**src/rtl/shift_pkg.sv**
```systemverilog
// shift_pkg: shared constants for the pipelined barrel shifter.
// Op encodings, op field positions and the shift-amount width helper.
package shift_pkg;

    // Field positions inside the [0:2] op vector
    localparam int OP_RIGHT = 0;
    localparam int OP_ARITH = 1;
    localparam int OP_ROT   = 2;

    localparam logic [0:2] SH_SLL = 3'b000;
    localparam logic [0:2] SH_SRL = 3'b100;
    localparam logic [0:2] SH_SRA = 3'b110;
    localparam logic [0:2] SH_ROL = 3'b001;
    localparam logic [0:2] SH_ROR = 3'b101;

    // Number of shift-amount bits (log2) for a power-of-two width
    function automatic int shamt_width(input int width);
        int n;
        n = 0;
        for (int i = 0; i < 8; i++) begin
            if ((1 << i) < width) begin
                n = i + 1;
            end
        end
        return n;
    endfunction

endpackage

```
**src/rtl/shift_stage.sv**
```systemverilog
// shift_stage: one conditional shift/rotate level of DIST bits with an
// optional valid/ready register behind it.
module shift_stage
    import shift_pkg::*;
#(
    parameter int WIDTH   = 32,
    parameter int DIST    = 16,
    parameter int SHAMT_W = 5,
    parameter int SEL     = 0,
    parameter int TAG_W   = 4,
    parameter bit REG     = 1'b1
) (
    input  logic               clk_i,
    input  logic               rst_i,
    input  logic               valid_i,
    output logic               ready_o,
    input  logic [0:WIDTH-1]   data_i,
    input  logic               cout_i,
    input  logic               fill_i,
    input  logic [0:2]         op_i,
    input  logic [0:SHAMT_W-1] shamt_i,
    input  logic [0:TAG_W-1]   tag_i,
    output logic               valid_o,
    input  logic               ready_i,
    output logic [0:WIDTH-1]   data_o,
    output logic               cout_o,
    output logic               fill_o,
    output logic [0:2]         op_o,
    output logic [0:SHAMT_W-1] shamt_o,
    output logic [0:TAG_W-1]   tag_o
);

    logic [0:WIDTH-1] sh_data;
    logic             sh_cout;

    // Apply this level when its shift-amount bit is set; track last bit out
    always_comb begin
        sh_data = data_i;
        sh_cout = cout_i;
        if (shamt_i[SEL]) begin
            unique case ({op_i[OP_ROT], op_i[OP_RIGHT]})
                2'b00: begin
                    sh_data = data_i << DIST;
                    sh_cout = data_i[DIST-1];
                end
                2'b01: begin
                    sh_data = (data_i >> DIST)
                            | ({WIDTH{fill_i}} << (WIDTH - DIST));
                    sh_cout = data_i[WIDTH-DIST];
                end
                2'b10: begin
                    sh_data = (data_i << DIST)
                            | (data_i >> (WIDTH - DIST));
                    sh_cout = 1'b0;
                end
                default: begin
                    sh_data = (data_i >> DIST)
                            | (data_i << (WIDTH - DIST));
                    sh_cout = 1'b0;
                end
            endcase
        end
    end

    if (REG) begin : g_reg
        logic               v_q, v_d;
        logic [0:WIDTH-1]   data_q, data_d;
        logic               cout_q, cout_d;
        logic               fill_q, fill_d;
        logic [0:2]         op_q, op_d;
        logic [0:SHAMT_W-1] shamt_q, shamt_d;
        logic [0:TAG_W-1]   tag_q, tag_d;

        assign ready_o = !v_q || ready_i;

        // Load whenever empty or the current entry moves on downstream
        always_comb begin
            v_d     = v_q;
            data_d  = data_q;
            cout_d  = cout_q;
            fill_d  = fill_q;
            op_d    = op_q;
            shamt_d = shamt_q;
            tag_d   = tag_q;
            if (ready_o) begin
                v_d = valid_i;
                if (valid_i) begin
                    data_d  = sh_data;
                    cout_d  = sh_cout;
                    fill_d  = fill_i;
                    op_d    = op_i;
                    shamt_d = shamt_i;
                    tag_d   = tag_i;
                end
            end
        end

        // Stage register with synchronous clear of all state
        always_ff @(posedge clk_i) begin
            if (rst_i) begin
                v_q     <= 1'b0;
                data_q  <= '0;
                cout_q  <= 1'b0;
                fill_q  <= 1'b0;
                op_q    <= '0;
                shamt_q <= '0;
                tag_q   <= '0;
            end else begin
                v_q     <= v_d;
                data_q  <= data_d;
                cout_q  <= cout_d;
                fill_q  <= fill_d;
                op_q    <= op_d;
                shamt_q <= shamt_d;
                tag_q   <= tag_d;
            end
        end

        assign valid_o = v_q;
        assign data_o  = data_q;
        assign cout_o  = cout_q;
        assign fill_o  = fill_q;
        assign op_o    = op_q;
        assign shamt_o = shamt_q;
        assign tag_o   = tag_q;
    end else begin : g_comb
        logic unused_clk;

        assign unused_clk = clk_i ^ rst_i;
        assign ready_o    = ready_i;
        assign valid_o    = valid_i;
        assign data_o     = sh_data;
        assign cout_o     = sh_cout;
        assign fill_o     = fill_i;
        assign op_o       = op_i;
        assign shamt_o    = shamt_i;
        assign tag_o      = tag_i;
    end

endmodule

```
**src/rtl/shift_pipe.sv**
```systemverilog
// shift_pipe: pipelined barrel shifter with rotate, carry-out and tag,
// valid/ready on both sides; one shift_stage per shift-amount bit.
module shift_pipe
    import shift_pkg::*;
#(
    parameter int  WIDTH   = 32,
    parameter int  PIPE    = 1,
    parameter int  TAG_W   = 4,
    localparam int SHAMT_W = shamt_width(WIDTH)
) (
    input  logic               clk,
    input  logic               rst,
    input  logic               in_valid,
    output logic               in_ready,
    input  logic [0:WIDTH-1]   in_a,
    input  logic [0:SHAMT_W-1] in_shamt,
    input  logic [0:2]         in_op,
    input  logic [0:TAG_W-1]   in_tag,
    output logic               out_valid,
    input  logic               out_ready,
    output logic [0:WIDTH-1]   out_data,
    output logic               out_cout,
    output logic [0:TAG_W-1]   out_tag
);

    localparam int NS = SHAMT_W;

    logic               v_w [NS+1];
    logic               r_w [NS+1];
    logic [0:WIDTH-1]   d_w [NS+1];
    logic               c_w [NS+1];
    logic               f_w [NS+1];
    logic [0:2]         o_w [NS+1];
    logic [0:SHAMT_W-1] s_w [NS+1];
    logic [0:TAG_W-1]   t_w [NS+1];
    logic               unused_tail;

    // Sign fill is decided once at entry from the original operand MSB
    assign v_w[0] = in_valid;
    assign d_w[0] = in_a;
    assign c_w[0] = 1'b0;
    assign f_w[0] = in_a[0] & in_op[OP_RIGHT]
                  & in_op[OP_ARITH] & ~in_op[OP_ROT];
    assign o_w[0] = in_op;
    assign s_w[0] = in_shamt;
    assign t_w[0] = in_tag;
    assign in_ready = r_w[0];

    assign r_w[NS]   = out_ready;
    assign out_valid = v_w[NS];
    assign out_data  = d_w[NS];
    assign out_cout  = c_w[NS];
    assign out_tag   = t_w[NS];

    assign unused_tail = ^{f_w[NS], o_w[NS], s_w[NS]};

    // Largest distance first; the last level always carries a register
    for (genvar k = 0; k < NS; k++) begin : g_lvl
        shift_stage #(
            .WIDTH  (WIDTH),
            .DIST   (1 << (NS - 1 - k)),
            .SHAMT_W(SHAMT_W),
            .SEL    (k),
            .TAG_W  (TAG_W),
            .REG    ((PIPE != 0) || (k == NS - 1))
        ) u_stage (
            .clk_i  (clk),
            .rst_i  (rst),
            .valid_i(v_w[k]),
            .ready_o(r_w[k]),
            .data_i (d_w[k]),
            .cout_i (c_w[k]),
            .fill_i (f_w[k]),
            .op_i   (o_w[k]),
            .shamt_i(s_w[k]),
            .tag_i  (t_w[k]),
            .valid_o(v_w[k+1]),
            .ready_i(r_w[k+1]),
            .data_o (d_w[k+1]),
            .cout_o (c_w[k+1]),
            .fill_o (f_w[k+1]),
            .op_o   (o_w[k+1]),
            .shamt_o(s_w[k+1]),
            .tag_o  (t_w[k+1])
        );
    end

endmodule

```
**config.mk**
```make
export PLATFORM = sky130hd
export DESIGN_NAME = shift_pipe
export DESIGN_NICKNAME = d
export VERILOG_FILES = /design/src/rtl/shift_pkg.sv /design/src/rtl/shift_stage.sv /design/src/rtl/shift_pipe.sv
export SDC_FILE = /design/constraint.sdc
export NUM_CORES = 1
export LEC_CHECK = 0
export ABC_CLOCK_PERIOD_IN_PS = 3100
export CAP_MARGIN = 20
export CORE_MARGIN = 2
export CORE_UTILIZATION = 50
export CTS_BUF_LIST = sky130_fd_sc_hd__clkbuf_16
export DETAILED_ROUTE_END_ITERATION = 16
export PLACE_DENSITY = 0.8
export SYNTH_ARGS = -nofsm -noshare
export SYNTH_HDL_FRONTEND = slang
export SYNTH_HIERARCHICAL = 1
export SYNTH_SLANG_ARGS = --single-unit
export TNS_END_PERCENT = 50
```
**constraint.sdc**
```tcl
create_clock -name clk -period 3.1 [get_ports clk]
set_input_delay 0.93 -clock clk [delete_from_list [all_inputs] [get_ports clk]]
set_output_delay 0.93 -clock clk [all_outputs]
set_load 0.01 [all_outputs]
```
# [Word level (Yosys, flattened, before mapping)]
# Cells that the tools add are included.
[classes] bitwise_logic=18 n_eq_ne=9 n_reduce_logical=20 muxes=20
[ops] cell="one-hot mux 32 bit (3 select lines)" count=4
[ops] cell="two-way mux 32 bit" count=5
[ops] cell="OR 24 x 32 -> 32 bit" count=2
[ops] cell="OR 28 x 32 -> 32 bit" count=2
[ops] cell="OR 30 x 32 -> 32 bit" count=2
[ops] cell="OR 31 x 32 -> 32 bit" count=2
[ops] cell="one-hot mux 32 bit (2 select lines)" count=1
[ops] cell="OR 16 x 32 -> 32 bit" count=1
[ops] cell="OR 32 x 1 -> 32 bit" count=1
[ops] cell="OR 32 x 16 -> 32 bit" count=1
[ops] cell="OR 32 x 2 -> 32 bit" count=1
[ops] cell="OR 32 x 4 -> 32 bit" count=1
[ops] cell="OR 32 x 8 -> 32 bit" count=1
[ops] cell="equality test 2 x 1 -> 1 bit (second input constant)" count=5
[ops] cell="logical NOT 2 bit" count=5
[ops] cell="one-hot mux 1 bit (2 select lines)" count=5
[ops] cell="AND reduction 2 bit" count=5
[ops] cell="equality test 2 bit (second input constant)" count=4
[ops] cell="logical NOT 1 bit" count=5
[ops] cell="logical OR 1 bit" count=5
[ops] cell="two-way mux 1 bit" count=5
[ops] cell="AND 1 bit" count=3
[ops] cell="NOT 1 bit" count=1
[totals] input_bits=48 register_bits=216 wordCells=99 out_inout_bits=39

# [Longest topological paths before layout]
# Gate-level depths: netlist (run 1).
[depth] word_depth=7 mapped_depth=9 depth_no_buf=8

# [By module]
# The synthesis (run 1) kept the hierarchy.
[by_module_without_submodules] mod="shift_stage (g_lvl[2].u_stage)" cells_per_inst=297 area_per_inst_um2=2603.7 instances=1 seq_area_each_um2=940.9
[by_module_without_submodules] mod="shift_stage (g_lvl[1].u_stage)" cells_per_inst=312 area_per_inst_um2=2595.0 instances=1 seq_area_each_um2=940.9
[by_module_without_submodules] mod="shift_stage (g_lvl[4].u_stage)" cells_per_inst=285 area_per_inst_um2=2389.8 instances=1 seq_area_each_um2=940.9
[by_module_without_submodules] mod="shift_stage (g_lvl[3].u_stage)" cells_per_inst=289 area_per_inst_um2=2343.5 instances=1 seq_area_each_um2=940.9
[by_module_without_submodules] mod="shift_stage (g_lvl[0].u_stage)" cells_per_inst=258 area_per_inst_um2=2254.7 instances=1 seq_area_each_um2=940.9
[by_module_without_submodules] mod="shift_pipe" cells_per_inst=2 area_per_inst_um2=13.8 instances=1 seq_area_each_um2=0.0

# [Worst setup path before layout (run 1)]
# No wires, ideal clock.
[synth_timing] path_type="input -> output" start="input port out_ready" end="output port in_ready" n_path_buf=1 path_stages=7 required_time_ns=2.170 t_arrival_ns=1.991 path_slack_ns=0.179 cell_sequence="nand2b_4 -> nand2b_4 -> nand2b_4 -> nand2b_4 -> nor2b_2 -> inv_2 -> buf_2"
[synth_rtl] item="from (decl)" line="shift_pipe.sv:20" rtl="input logic out_ready,"
[synth_rtl] item="to (decl)" line="shift_pipe.sv:14" rtl="output logic in_ready,"

==> flow_metrics.py, run 1 <==
metrics = {
    "setup_path": {
        "critical_path_arrival_ps": 2080,
        "timing.rr.end": "g_lvl[0].u_stage/data_o[8]$_SDFFE_PP0P_",
        "required_ps": 2170,
        "worstSetupStartpointType": "primary input",
        "critical_path_class": "in2out",
        "r2r_setup_slack_ps": 1160,
        "cpMaxStageDelayCell": "dlygate4sd2_1",
        "crit_fanout": 2,
        "crit_top_cell": "nand2b_4",
        "reg2reg_depth": 10,
        "crit_path_end_kind": "output pin",
        "r2r-start": "g_lvl[4].u_stage/valid_o$_SDFFE_PP0P_",
        "slowest_delay_ps": 240,
        "path_cells": "dlygate4sd2_1, nand2b_4, nand2b_4, nand2b_4, nand2b_4, nor2b_4, inv_2, buf_6",
    },
    "clocking": {
        "clockBufferDepth": 3,
        "cts_root_buf": "clkbuf_16",
        "clkSlewWorstSetupHoldPaths_ps": 60,
        "cts_buffers": 23,
        "clkLatencyLatePin_ps": 530,
        "cts_max_level": 1,
        "clkSinkCount": 212,
        "cts_tree": "yes",
    },
    "layout": {
        "final_core_util_pct": 56.7,
        "fin_cells": 1668,
        "drive_above_1_share_pct": 14.5,
        "antenna_cells": 0,
        "nets": 1414,
        "area_growth_syn_to_layout_pct": 11.7,
    },
    "sta": {
        "fin_crit_ps": 3010,
        "final-setup-viol-count": 0,
        "hold_violations": 0,
        "fin_setup_tns_ps": 0,
        "whs_ps": 449,
        "tightest_slew_ps": 996,
        "finalCritPeriodShare_pct": 97.2,
        "fin_skew_ps": 20.2,
        "fmax_ghz": 0.332,
        "slew_headroom_pct": 33.6,
        "slew_violations": 0,
        "rsz0062_at_grt": "false",
    },
    "placed_design": {
        "place_inst": 1625,
        "dp_hpwl_mm": 18.0,
        "port_buffers": 86,
        "gp_congestion": 0.858,
    },
    "power": {
        "p_leak_nw": 3.70,
        "ir_worst_vdd_mv": 0.338,
        "power_density_nw_per_um2": 467,
    },
    "detailed_routing": {
        "drtAntennaViolNets": 0,
        "via_per_inst": 5.75,
        "dr.pass1.iters": 7,
        "drt_iter0_markers": 673,
        "wire_per_inst_um": 15.6,
        "vias": 9591,
        "drc_errors": 0,
        "wirelength_mm": 26.1,
    },
    "floorplanning": {
        "rows": 55,
        "core_area_um2": 22600,
        "die_h_um": 155,
        "ios": 87,
        "dieArea_um2": 24100,
        "initial_core_util_pct": 50.7,
        "dieWidth_um": 155,
    },
    "global_routing": {
        "antenna_found_initial": 0,
        "grt_max_degree": 99,
        "grtUsageTotal_pct": 21.4,
        "grt_pass1_vias": 8747,
        "grt_pass1_wl_mm": 43.3,
        "overflow": 0,
    },
    "synthesis": {
        "yosysWarningCount": 6,
        "synthesis.nets": 1399,
        "syn_avg_cell_area_um2": 8.47,
        "netlist_instances": 1351,
        "synth_area_um2": 11400,
    },
    "hold_path": {
        "hold_end": "g_lvl[1].u_stage/shamt_o[2]$_SDFFE_PP0P_",
        "hp-start": "g_lvl[0].u_stage/shamt_o[2]$_SDFFE_PP0P_",
        "hold_depth": 2,
        "hp-class": "reg2reg",
    },
    "job": {
        "cap_violations": 0,
    },
    "status": {
        "status": "finished clean",
    },
}
[worst max-delay path, delay by kind of cell]
| kind | cells | cell delay, ps |
|---|---|---|
| and+or+nand+nor | 5 | 740 |
| buffers and inverters | 3 | 400 |
[flip-flops by register name, indices dropped and copies added, names as in the netlist]
name / cells
g_lvl.u_stage/cout_o: 5
g_lvl.u_stage/tag_o: 20
g_lvl.u_stage/valid_o: 5
g_lvl.u_stage/data_o: 160
g_lvl.u_stage/fill_o: 4
g_lvl.u_stage/op_o: 8
g_lvl.u_stage/shamt_o: 10
[metrics by stage]
| step | area (um2) | power (mW) | setup WS (ps) |
|---|---|---|---|
| floorplan | 11400 | 3.32 | 202 |
| global placement | 12100 | 3.45 | -494 |
| detailed placement | 12100 | 3.46 | -476 |
| CTS | 12800 | 6.02 | 94.1 |
| global route | 12800 | 6.20 | 39.2 |
| finish | 12800 | 5.97 | 87.5 |
[final cells by class]
type	count	area [um2]
clock inverters	19	129
repair buffers	125	1250
flip-flops and latches	212	4250
inverters	8	30.0
multi-input cells	996	6190
fillers	2040	9780
well taps	285	357
clock buffers	23	576
[routing by layer]
metal  global-route usage [%]  up-vias  share of wire [%]
met5                        0        -                  0
met2                     35.3      229                 46
met3                     2.79       45                4.3
met1                     29.1     4520                 47
met4                     6.73        0                2.5
li1                         -     4797                  -
[placed cells by master (no fill, tap or decap), types with 5 or more instances in the layout]
master / count
nand2b_4: 5
clkdlybuf4s50_1: 83
o21ai_0: 38
a31oi_1: 14
mux2i_1: 103
o32ai_2: 10
nor3b_1: 18
inv_1: 10
nor2b_1: 36
o211ai_2: 45
a21oi_2: 32
a21oi_1: 162
nor3_1: 29
clkinv_2: 8
dfxtp_2: 8
nor2_1: 19
o211ai_1: 83
nand2_1: 332
buf_12: 8
nor3_2: 9
buf_4: 31
nand3_1: 11
a211oi_1: 16
dfxtp_1: 204
clkbuf_16: 23
o32ai_1: 6
clkinv_1: 5
[worst max-delay path by stage]
stage / startpoint / endpoint / slack, ps
after global routing: out_ready / in_ready / 40
after floorplan: out_ready / in_ready / 200
after detailed placement: out_ready / in_ready / -480
final: out_ready / in_ready / 90
after CTS: out_ready / in_ready / 90
after global placement: out_ready / in_ready / -490
[power by group]
group / internal, mW / switching (mW) / leakage (nW)
clock: 1.45 / 1.11 / 0.367
sequential: 2.80 / 0.112 / 1.73
combinational: 0.223 / 0.277 / 1.61
[what timing repair did]
item	CTS	global route
hold buffers	0	0
setup buffers	1	0
resized for setup	7	0
setup endpoints to repair	1	0
Note: power is estimated with default switching activity, not from simulation.
==> inputs of run 2 (changes only) <==
Settings changed: CORE_UTILIZATION 50 to 55, PLACE_DENSITY 0.8 to 0.85.
==> run 2 against run 1 <==
- total power grew 2.7%
- sequential power is essentially flat
- count of clock-buffer cells in the layout is the same
- highest routed layer unchanged
- sequential share of layout area shrank 0.13 points
- design area grew 0.40%
- core utilization grew 6.6 points
- clock power grew 6%
- maximum frequency grew 0.77%
- final cell count shrank 0.78%
- largest cell class unchanged
- clock skew grew 2.7 ps
==> flow_metrics.py, run 2 (same netlist as run 1, synthesis figures left out) <==
metrics = {
    "detailed_routing": {
        "drc_errors": 0,
        "dr.pass1.iters": 8,
        "vias": 9741,
        "drtAntennaViolNets": 0,
        "drt_iter0_markers": 901,
        "wirelength_mm": 26.4,
        "wire_per_inst_um": 16.0,
        "via_per_inst": 5.89,
    },
    "floorplanning": {
        "rows": 52,
        "dieArea_um2": 22000,
        "ios": 87,
        "core_area_um2": 20300,
        "dieWidth_um": 148,
        "die_h_um": 148,
        "initial_core_util_pct": 56.4,
    },
    "layout": {
        "n_fill_cell": 1607,
        "area_growth_syn_to_layout_pct": 12.2,
        "largest_reg_flops": 160,
        "fin_cells": 1655,
        "final_area_um2": 12800,
        "multi_input_area_um2": 6190,
        "drive_above_1_share_pct": 14.7,
        "layout_common_cells": "nand2_1 (332), dfxtp_1 (204), a21oi_1 (162)",
        "final_common_cell": "nand2_1",
        "antenna_cells": 0,
        "nets": 1418,
        "final-seq-area_um2": 4250,
    },
    "hold_path": {
        "hold_depth": 2,
        "hold_end": "g_lvl[3].u_stage/shamt_o[4]$_SDFFE_PP0P_",
        "hp-class": "reg2reg",
        "hp-start": "g_lvl[2].u_stage/shamt_o[4]$_SDFFE_PP0P_",
    },
    "setup_path": {
        "reg2reg_depth": 11,
        "timing.rr.end": "g_lvl[0].u_stage/data_o[9]$_SDFFE_PP0P_",
        "slowest_delay_ps": 230,
        "critical_path_arrival_ps": 2060,
        "crit_top_cell": "nand2b_4",
        "r2r-start": "g_lvl[4].u_stage/valid_o$_SDFFE_PP0P_",
        "cpMaxStageDelayCell": "dlygate4sd2_1",
        "r2r_setup_slack_ps": 1060,
        "path_cells": "dlygate4sd2_1, nand2b_4, nand2b_4, nand2b_4, nand2b_4, nor2b_4, inv_2, buf_6",
        "required_ps": 2170,
        "critical_path_class": "in2out",
        "worstSetupStartpointType": "primary input",
        "crit_fanout": 2,
        "crit_path_end_kind": "output pin",
    },
    "clocking": {
        "cts_max_level": 1,
        "clkSlewWorstSetupHoldPaths_ps": 60,
        "cts_root_buf": "clkbuf_16",
        "clkSinkCount": 212,
        "clockBufferDepth": 3,
        "cts_buffers": 23,
        "cts_tree": "yes",
        "hold_buffers": 0,
        "clkLatencyLatePin_ps": 530,
    },
    "power": {
        "ir_worst_vdd_mv": 0.330,
        "swShare_pct": 24.5,
        "p_seq_share_pct": 47.6,
        "power_density_nw_per_um2": 477,
        "p_leak_nw": 3.75,
        "comb_power_share_pct": 8.1,
        "p_clk_share_pct": 44.3,
        "switching_power_mw": 1.50,
        "internal-power_mw": 4.63,
    },
    "placed_design": {
        "place_inst": 1614,
        "dp_hpwl_mm": 17.7,
        "gp_congestion": 0.861,
        "dpl_cell_area_um2": 12100,
        "port_buffers": 86,
    },
    "sta": {
        "slew_headroom_pct": 36.6,
        "finalCritPeriodShare_pct": 96.4,
        "slew_violations": 0,
        "fin_crit_ps": 2990,
        "fin_setup_tns_ps": 0,
        "tightest_slew_ps": 950,
        "hold_violations": 0,
        "rsz0062_at_grt": "false",
        "final-setup-viol-count": 0,
        "fmax_ghz": 0.334,
        "fin_skew_ps": 22.8,
    },
    "global_routing": {
        "antenna_found_initial": 0,
        "grt_pass1_vias": 8892,
        "grt_max_degree": 198,
        "overflow": 0,
        "grt_pass1_wl_mm": 44.4,
        "grtUsageTotal_pct": 23.8,
    },
    "status": {
        "status": "finished clean",
    },
    "job": {
        "cap_violations": 0,
    },
}
[run 2: changes by cell type in the layout (fill, tap and decap cells not counted), sizes merged]
cell,before,now
buf,41,45
clkinv,13,7
inv,13,15
bufinv,1,3
[run 2: how the worst max path moves through the flow]
stage              start        to  slack, ps  depth (start not counted)
2_1_floorplan  out_ready  in_ready        200                          7
3_3_place_gp   out_ready  in_ready       -430                          8
3_5_place_dp   out_ready  in_ready       -420                          8
4_1_cts        out_ready  in_ready        120                          8
5_1_grt        out_ready  in_ready         60                          8
6_report       out_ready  in_ready        110                          8
[run 2: layer usage]
metal	global-route usage (%)	vias up	part of all wire, %
li1	-	4801	-
met1	33.4	4584	44
met2	38.8	313	48
met3	2.82	43	5.8
met4	6.95	0	2.2
met5	0	-	0
[run 2: through the flow]
stage	utilization, %	power, mW	worst slack [ps]	hold WS, ps
3_3_place_gp	59.5	3.45	-434	435
3_5_place_dp	59.5	3.47	-415	436
2_1_floorplan	-	3.32	202	428
4_1_cts	63.3	6.16	117	443
6_report	63.3	6.13	110	444
5_1_grt	63.3	6.33	60.9	470
[run 2: cell type report]
cell class | count | area share, %
Multi-Input combinational cell | 996 | 48.2
Timing Repair Buffer | 129 | 10.0
Clock buffer | 23 | 4.48
Tap cell | 270 | 2.63
Clock inverter | 17 | 1.32
Inverter | 8 | 0.234
Sequential cell | 212 | 33.1
[run 2: what timing repair did]
action                     4_1_cts  5_1_grt
setup endpoints to repair        1        0
buffers inserted                 1        0
gates resized for setup          7        0
[run 2: critical path, delay by kind of cell]
| family | cells | cell delay, ps |
|---|---|---|
| buffers and inverters | 3 | 390 |
| and+or+nand+nor | 5 | 740 |
[run 2: power groups by stage]
stage | Clock [mW] | Combinational, mW | Sequential [mW]
finish | 2.72 | 0.496 | 2.92
global route | 2.85 | 0.546 | 2.93
CTS | 2.75 | 0.493 | 2.92
detailed placement | 0 | 0.489 | 2.98
global placement | 0 | 0.476 | 2.97
floorplan | 0 | 0.402 | 2.92
